<file path="config.mk">
export PLATFORM = sky130hd
export DESIGN_NAME = fir_decim_round
export DESIGN_NICKNAME = d
export VERILOG_FILES = /design/src/rtl/fir_decim_round.sv
export SDC_FILE = /design/constraint.sdc
export NUM_CORES = 1
export LEC_CHECK = 0
export ABC_AREA = 1
export BUFFER_PORTS_ARGS = -buffer_cell sky130_fd_sc_hd__buf_2
export CAP_MARGIN = 20
export CELL_PAD_IN_SITES_DETAIL_PLACEMENT = 1
export CELL_PAD_IN_SITES_GLOBAL_PLACEMENT = 2
export CORE_UTILIZATION = 36
export DETAILED_ROUTE_END_ITERATION = 7
export PLACE_DENSITY = 0.9
export SYNTH_ARGS = -nofsm -noshare
export SYNTH_HDL_FRONTEND = slang
export SYNTH_SLANG_ARGS = --single-unit
</file>
<file path="constraint.sdc">
create_clock -name clk -period 3.7 [get_ports clk]
set_input_delay 0 -clock clk [delete_from_list [all_inputs] [get_ports clk]]
set_output_delay 0 -clock clk [all_outputs]
set_load 0.02 [all_outputs]
</file>
<file path="src/rtl/fir_decim_round.sv">
// FIR output stage: decimate by 2^dec_log2, rounding right-shift, saturate, strobe.
// Define FIR_DECIM_AVG_EN to sum each group (boxcar average) instead of picking its last sample.
module fir_decim_round #(
  parameter int unsigned IN_W     = 30,
  parameter int unsigned OUT_W    = 16,
  parameter int unsigned SHIFT    = 15,
  parameter int unsigned FILL_CYC = 18
) (
  input  logic             clk,
  input  logic             n_rst,
  input  logic             en,
  input  logic [2:0]       dec_log2,
  input  logic [IN_W-1:0]  din,
  input  logic             sat_clr,
  output logic [OUT_W-1:0] dout,
  output logic             dout_vld,
  output logic             sat_flag
);

  localparam int unsigned XW = IN_W + 8;
  localparam int unsigned FW = $clog2(FILL_CYC + 1);

  typedef enum logic [1:0] {StIdle, StFill, StRun} state_e;

  state_e               state_q;
  logic [2:0]           r_log2_q;
  logic [FW-1:0]        fill_cnt_q;
  logic [6:0]           grp_cnt_q;
  logic                 v1_q, v2_q;
  logic signed [XW-1:0] x_q, y_q;

  logic [6:0]           grp_last;
  logic                 closing;
  logic signed [XW-1:0] x_nxt, y_nxt, rnd;
  int unsigned          shift;
  logic                 sat;
  logic [OUT_W-1:0]     sat_val;

  assign grp_last = ~(7'h7f << r_log2_q);
  assign closing  = (state_q == StRun) && en && (grp_cnt_q == grp_last);

`ifdef FIR_DECIM_AVG_EN
  localparam int unsigned AW = IN_W + 7;
  logic signed [AW-1:0] acc_q;
  logic signed [AW-1:0] sum;

  // First sample of a group restarts the sum rather than adding to a stale one.
  always_comb begin
    sum = AW'($signed(din));
    if (grp_cnt_q != 7'd0) sum = acc_q + AW'($signed(din));
  end
  assign x_nxt = XW'(sum);
  assign shift = SHIFT + 32'(r_log2_q);
`else
  assign x_nxt = XW'($signed(din));
  assign shift = SHIFT;
`endif

  always_comb begin
    rnd   = XW'(1) << (shift - 1);
    y_nxt = (x_q + rnd) >>> shift;
  end

  // Fits in OUT_W bits only if all bits from the output sign bit upward agree.
  always_comb begin
    sat     = !((&y_q[XW-1:OUT_W-1]) || !(|y_q[XW-1:OUT_W-1]));
    sat_val = y_q[XW-1] ? {1'b1, {(OUT_W-1){1'b0}}} : {1'b0, {(OUT_W-1){1'b1}}};
  end

  always_ff @(posedge clk or negedge n_rst) begin
    if (!n_rst) begin
      state_q    <= StIdle;
      r_log2_q   <= '0;
      fill_cnt_q <= '0;
      grp_cnt_q  <= '0;
`ifdef FIR_DECIM_AVG_EN
      acc_q      <= '0;
`endif
      v1_q       <= 1'b0;
      v2_q       <= 1'b0;
      x_q        <= '0;
      y_q        <= '0;
      dout       <= '0;
      dout_vld   <= 1'b0;
      sat_flag   <= 1'b0;
    end else begin
      v1_q <= 1'b0;
      if (!en) begin
        state_q <= StIdle;
      end else begin
        unique case (state_q)
          StIdle: begin
            state_q    <= StFill;
            r_log2_q   <= dec_log2;
            fill_cnt_q <= '0;
          end
          // The enabling edge already discards one sample, hence FILL_CYC-2.
          StFill: begin
            fill_cnt_q <= fill_cnt_q + 1'b1;
            if (fill_cnt_q == FW'(FILL_CYC - 2)) begin
              state_q   <= StRun;
              grp_cnt_q <= '0;
            end
          end
          StRun: begin
            grp_cnt_q <= closing ? 7'd0 : grp_cnt_q + 7'd1;
`ifdef FIR_DECIM_AVG_EN
            acc_q     <= sum;
`endif
            if (closing) begin
              v1_q <= 1'b1;
              x_q  <= x_nxt;
            end
          end
          default: state_q <= StIdle;
        endcase
      end

      // Pipeline keeps draining regardless of en so closed groups still emit.
      v2_q <= v1_q;
      if (v1_q) y_q <= y_nxt;
      dout_vld <= v2_q;
      if (v2_q) dout <= sat ? sat_val : y_q[OUT_W-1:0];
      sat_flag <= (v2_q && sat) || (sat_flag && !sat_clr);
    end
  end

endmodule
</file>
==> impl.org <==
** Clock network
- Clock transition time at the flip-flop clock pins of the worst setup and hold paths :: 0.09 ns
- TritonCTS built the clock tree.
- In this run the number of H-tree levels came out at 3.
- The root buffer cell chosen for the clock tree is sky130_fd_sc_hd__clkbuf_8.
- In this run, CTS created clock tree buffers numbering 9.
- In this run the deepest clock path goes through 2 buffers.
- At the later pin of the worst-skew pair, clock insertion delay measures around 0.35 ns.
- For this design, the sink count on the clock tree is 69.
- Once the clock tree was built, the setup fixing pass inserted 0 buffers.

** Floorplanning
- The floorplan step defined a die boundary enclosing about 9000 µm².
- Die extent in x :: 95.7 µm
- Once the floorplan was initialized, standard cells occupied between 30% and 40% of the core.
- The floorplan has 33 rows.
- I/O pins :: 55
- In this run the standard cell core region covers around 8300 µm².
- Measured along the y axis, the die boundary spans 95.7 µm.

** Worst setup path
- Critical path's top delay family :: simple AND/OR/NAND/NOR gates
- Crit path launch :: fill_cnt_q[0]
- Buffer and inverter count on the worst path :: 2
- Largest incremental delay on the critical path :: a little under 0.4 ns
- Of all nets on the critical path, the largest fanout is 15.
- Critical setup path kind :: reg -> reg
- Data on the critical path is required at its endpoint by a little under 4 ns.
- The critical path runs through a total of 9 cells.
- Crit end category :: flop
- Slowest stage cell on the critical path :: sky130_fd_sc_hd__dfrtp_1
- R2R depth :: 9
- Data on the critical path arrives at its endpoint at between 2 and 2.5 ns.
- Worst Setup Start Kind :: flop
- Launch point of the worst reg-to-reg path :: fill_cnt_q[0]
- Cell-by-cell listing of the critical path :: inv_1 > ha_1 > nand2_1 > nor3_1 > nand2_1 > nand2_2 > inv_1 > or2_0 > o21ai_0

** Global route
- Maximum number of pins on one net before global-route repair :: 40
- Wire length of the first global-routing pass :: 12.9 mm
- Antenna violations before repair :: 0
- Overflow left after global routing :: 0
- Total track usage :: between 10% and 20%
- The via count of the first global-routing pass came to around 2700.

** Final layout
- In the final layout, the multi-input gates occupy approximately 1300 µm².
- Share of cells above drive strength 1 :: 18.4%
- Area Growth Syn to Fin :: 24.3%
- Final core area utilization :: between 40% and 50%
- The final layout contains 465 nets.
- Cell area after layout :: just under 4000 µm²
- The repair_antennas step left the layout with diodes totalling 0.
- After filler insertion, the fill cell instance count of the layout stands at between 1000 and 1500.
- Area used by sequential logic in the layout :: 1730 µm²

** STA
- Worst slew margin relative to its limit :: a little over half
- Post-layout minimum cycle time :: 1.96 ns
- Based on the critical path, the design can be clocked at up to about 500 MHz.
- Final clock skew :: roughly 0.011 ns
- In the finished design, the share of the clock period the worst path needs comes to 52.8%.
- Count of endpoints failing setup in the final report :: 0
- The max-slew violation total from the final report is 0.
- For the pin with the worst max-slew slack, the measured transition is roughly 0.71 ns.
- Number of hold-slack violations in the final timing report :: 0
- Setup total negative slack on the finished layout was measured at 0 ns.
- Hold is met by ~0.037 ns.
- Setup repair after global routing left no endpoint under its margin.

** Power
- Max IR drop VDD :: ~160 µV
- Total power for the finished layout comes to ~1.7 mW.
- In this run the static leakage power is about 2 nW.
- Areal power density over the cells :: 436 nW/µm²

** Placement
- Final weighted congestion in routability-driven placement :: approximately 0.78
- HPWL after detailed placement :: between 5 and 6 mm
- Instance area after placement :: 3450 µm²
- Port buffering added 40 buffers.

** Logic synthesis
- Yosys mapped the design onto 25 distinct sky130hd cell types.
- YS warnings :: 0
- Flip-flop and latch count after synthesis :: 69
- Most frequently used flop master after synthesis :: sky130_fd_sc_hd__dfrtp_1
- Commonest cells in the synthesized netlist :: 107 x sky130_fd_sc_hd__nand2_1, 69 x sky130_fd_sc_hd__dfrtp_1, 33 x sky130_fd_sc_hd__nor2_1, 30 x sky130_fd_sc_hd__inv_1
- Cell taking the most area after synthesis :: sky130_fd_sc_hd__dfrtp_1
- After synthesis, the largest area contributor takes up between 50 and 60% of total cell area.
- Async set-reset flop share out of synthesis :: 100%
- Leading post-synthesis cells by cell area :: sky130_fd_sc_hd__dfrtp_1 55%, sky130_fd_sc_hd__nand2_1 13%, sky130_fd_sc_hd__mux2_2 4.6%
- The share of the Yosys chip area taken by registers is between 50% and 60%.
- Yosys instantiated no cell more often than sky130_fd_sc_hd__nand2_1.
- Counting flops with a built-in enable in the synthesized netlist gives 0.
- Gate count of the mapped netlist :: 360
- Combined area of all synthesized cells :: between 3000 and 4000 µm²
- Synthesized netlist net count :: 401
- Post-synthesis average cell area :: slightly below 9 µm²

** Run
- Maxcap violations :: 0

** Route
- Vias after detailed routing :: 2553
- Via-per-instance ratio :: approximately 4.8
- For this run, design rule violations remaining after detail routing come to 0.
- Wire length after detailed routing :: 7.40 mm
- The first TritonRoute pass finished after 4 iterations.
- Once detail routing completed, the nets flagged for antenna violations numbered 0.
- Number of DRC markers in iteration 0 :: approximately 120
- Routed WL per cell :: 13.8 µm

** Min path
- The worst hold path begins at en.
- Hold Path Depth :: 3
- In this run the worst hold path is classified as in -> reg.

** Outcome
- Result of the run :: complete, no violations
## through the flow
| stage | worst slack [ns] | std cells |
|---|---|---|
| after detailed placement | 1.76 | 497 |
| after floorplan | 2.24 | 360 |
| after CTS | 1.73 | 534 |
| after global placement | 1.83 | 497 |
| after global routing | 1.50 | 534 |
| final | 1.74 | 534 |
## worst min-delay path, stage by stage
cell                      delay, ns
sky130_fd_sc_hd__buf_2         0.11
sky130_fd_sc_hd__nand2_1       0.17
sky130_fd_sc_hd__a21oi_1       0.06
## power breakdown
part / total, mW / switching [mW] / internal [mW]
combinational: 0.0993 / 0.0549 / 0.0444
clock: 0.827 / 0.306 / 0.521
sequential: 0.789 / 0.0195 / 0.769
## final cells by class
class                      count  share of cell area (%)
clock inverter                 7                    3.72
inverter                      32                    3.06
sequential                    69                    43.9
tap                          105                    3.34
multi-input combinational    250                    32.2
timing repair buffer          62                    10.6
clock buffer                   9                    3.15
## layout by cell type, fill, tap and decap left out, drive strengths merged
| cell | n |
|---|---|
| dfrtp | 69 |
| clkbuf | 9 |
| inv | 33 |
| nand4 | 3 |
| a31oi | 1 |
| buf | 41 |
| bufinv | 4 |
| or2 | 2 |
| nand3 | 22 |
| nor2 | 33 |
| clkinv | 2 |
| mux2 | 13 |
| o21ai | 30 |
| a21oi | 13 |
| nor3 | 6 |
| ha | 4 |
| nand3b | 1 |
| xor2 | 8 |
| nand2 | 109 |
| dlygate4sd3 | 21 |
| xnor2 | 5 |
## state kept, by name, summed over array words and instances, names as in the netlist
| register | cells |
|---|---|
| grp_cnt_q | 7 |
| x_q | 16 |
| sat_flag | 1 |
| r_log2_q | 3 |
| dout_vld | 1 |
| y_q | 16 |
| state_q | 2 |
| dout | 16 |
| fill_cnt_q | 5 |
| v1_q | 1 |
| v2_q | 1 |
## repair_timing
item / CTS / global route
endpoints found under the hold margin: 50 / 0
hold buffers: 21 / 0
resized for setup: 0 / 0
## final timing paths
path | slack [ns] | endpoint
worst min register to register | 0.49 | y_q[0]
worst min-delay path | 0.04 | state_q[0]
worst max register to register | 1.74 | grp_cnt_q[0]
min in group asynchronous | 0.27 | grp_cnt_q[2]
max in group asynchronous | 2.46 | y_q[8]
worst max-delay path | 1.74 | grp_cnt_q[0]
## kinds of logic after synthesis
family | count (synthesis) | share of synthesized area, %
AO/OA/AOI/OAI | 44 | 7.36
adder cells (fa/ha/maj) | 4 | 1.58
multiplexers | 13 | 4.63
AND/OR/NAND/NOR | 176 | 22.8
XOR/XNOR | 13 | 3.60
flip-flops | 69 | 54.6
buffers and inverters | 41 | 5.42
## per-layer routing
| metal | routed length [µm] | track usage (%) | share of wire [%] |
|---|---|---|---|
| met1 | 3690 | 25.3 | 50 |
| met2 | 3320 | 29.6 | 45 |
| met3 | 251 | 4.42 | 3.4 |
| met4 | 140 | 6.72 | 1.9 |
| met5 | 0 | 0 | 0 |
Note: power is estimated with default switching activity, not from simulation.
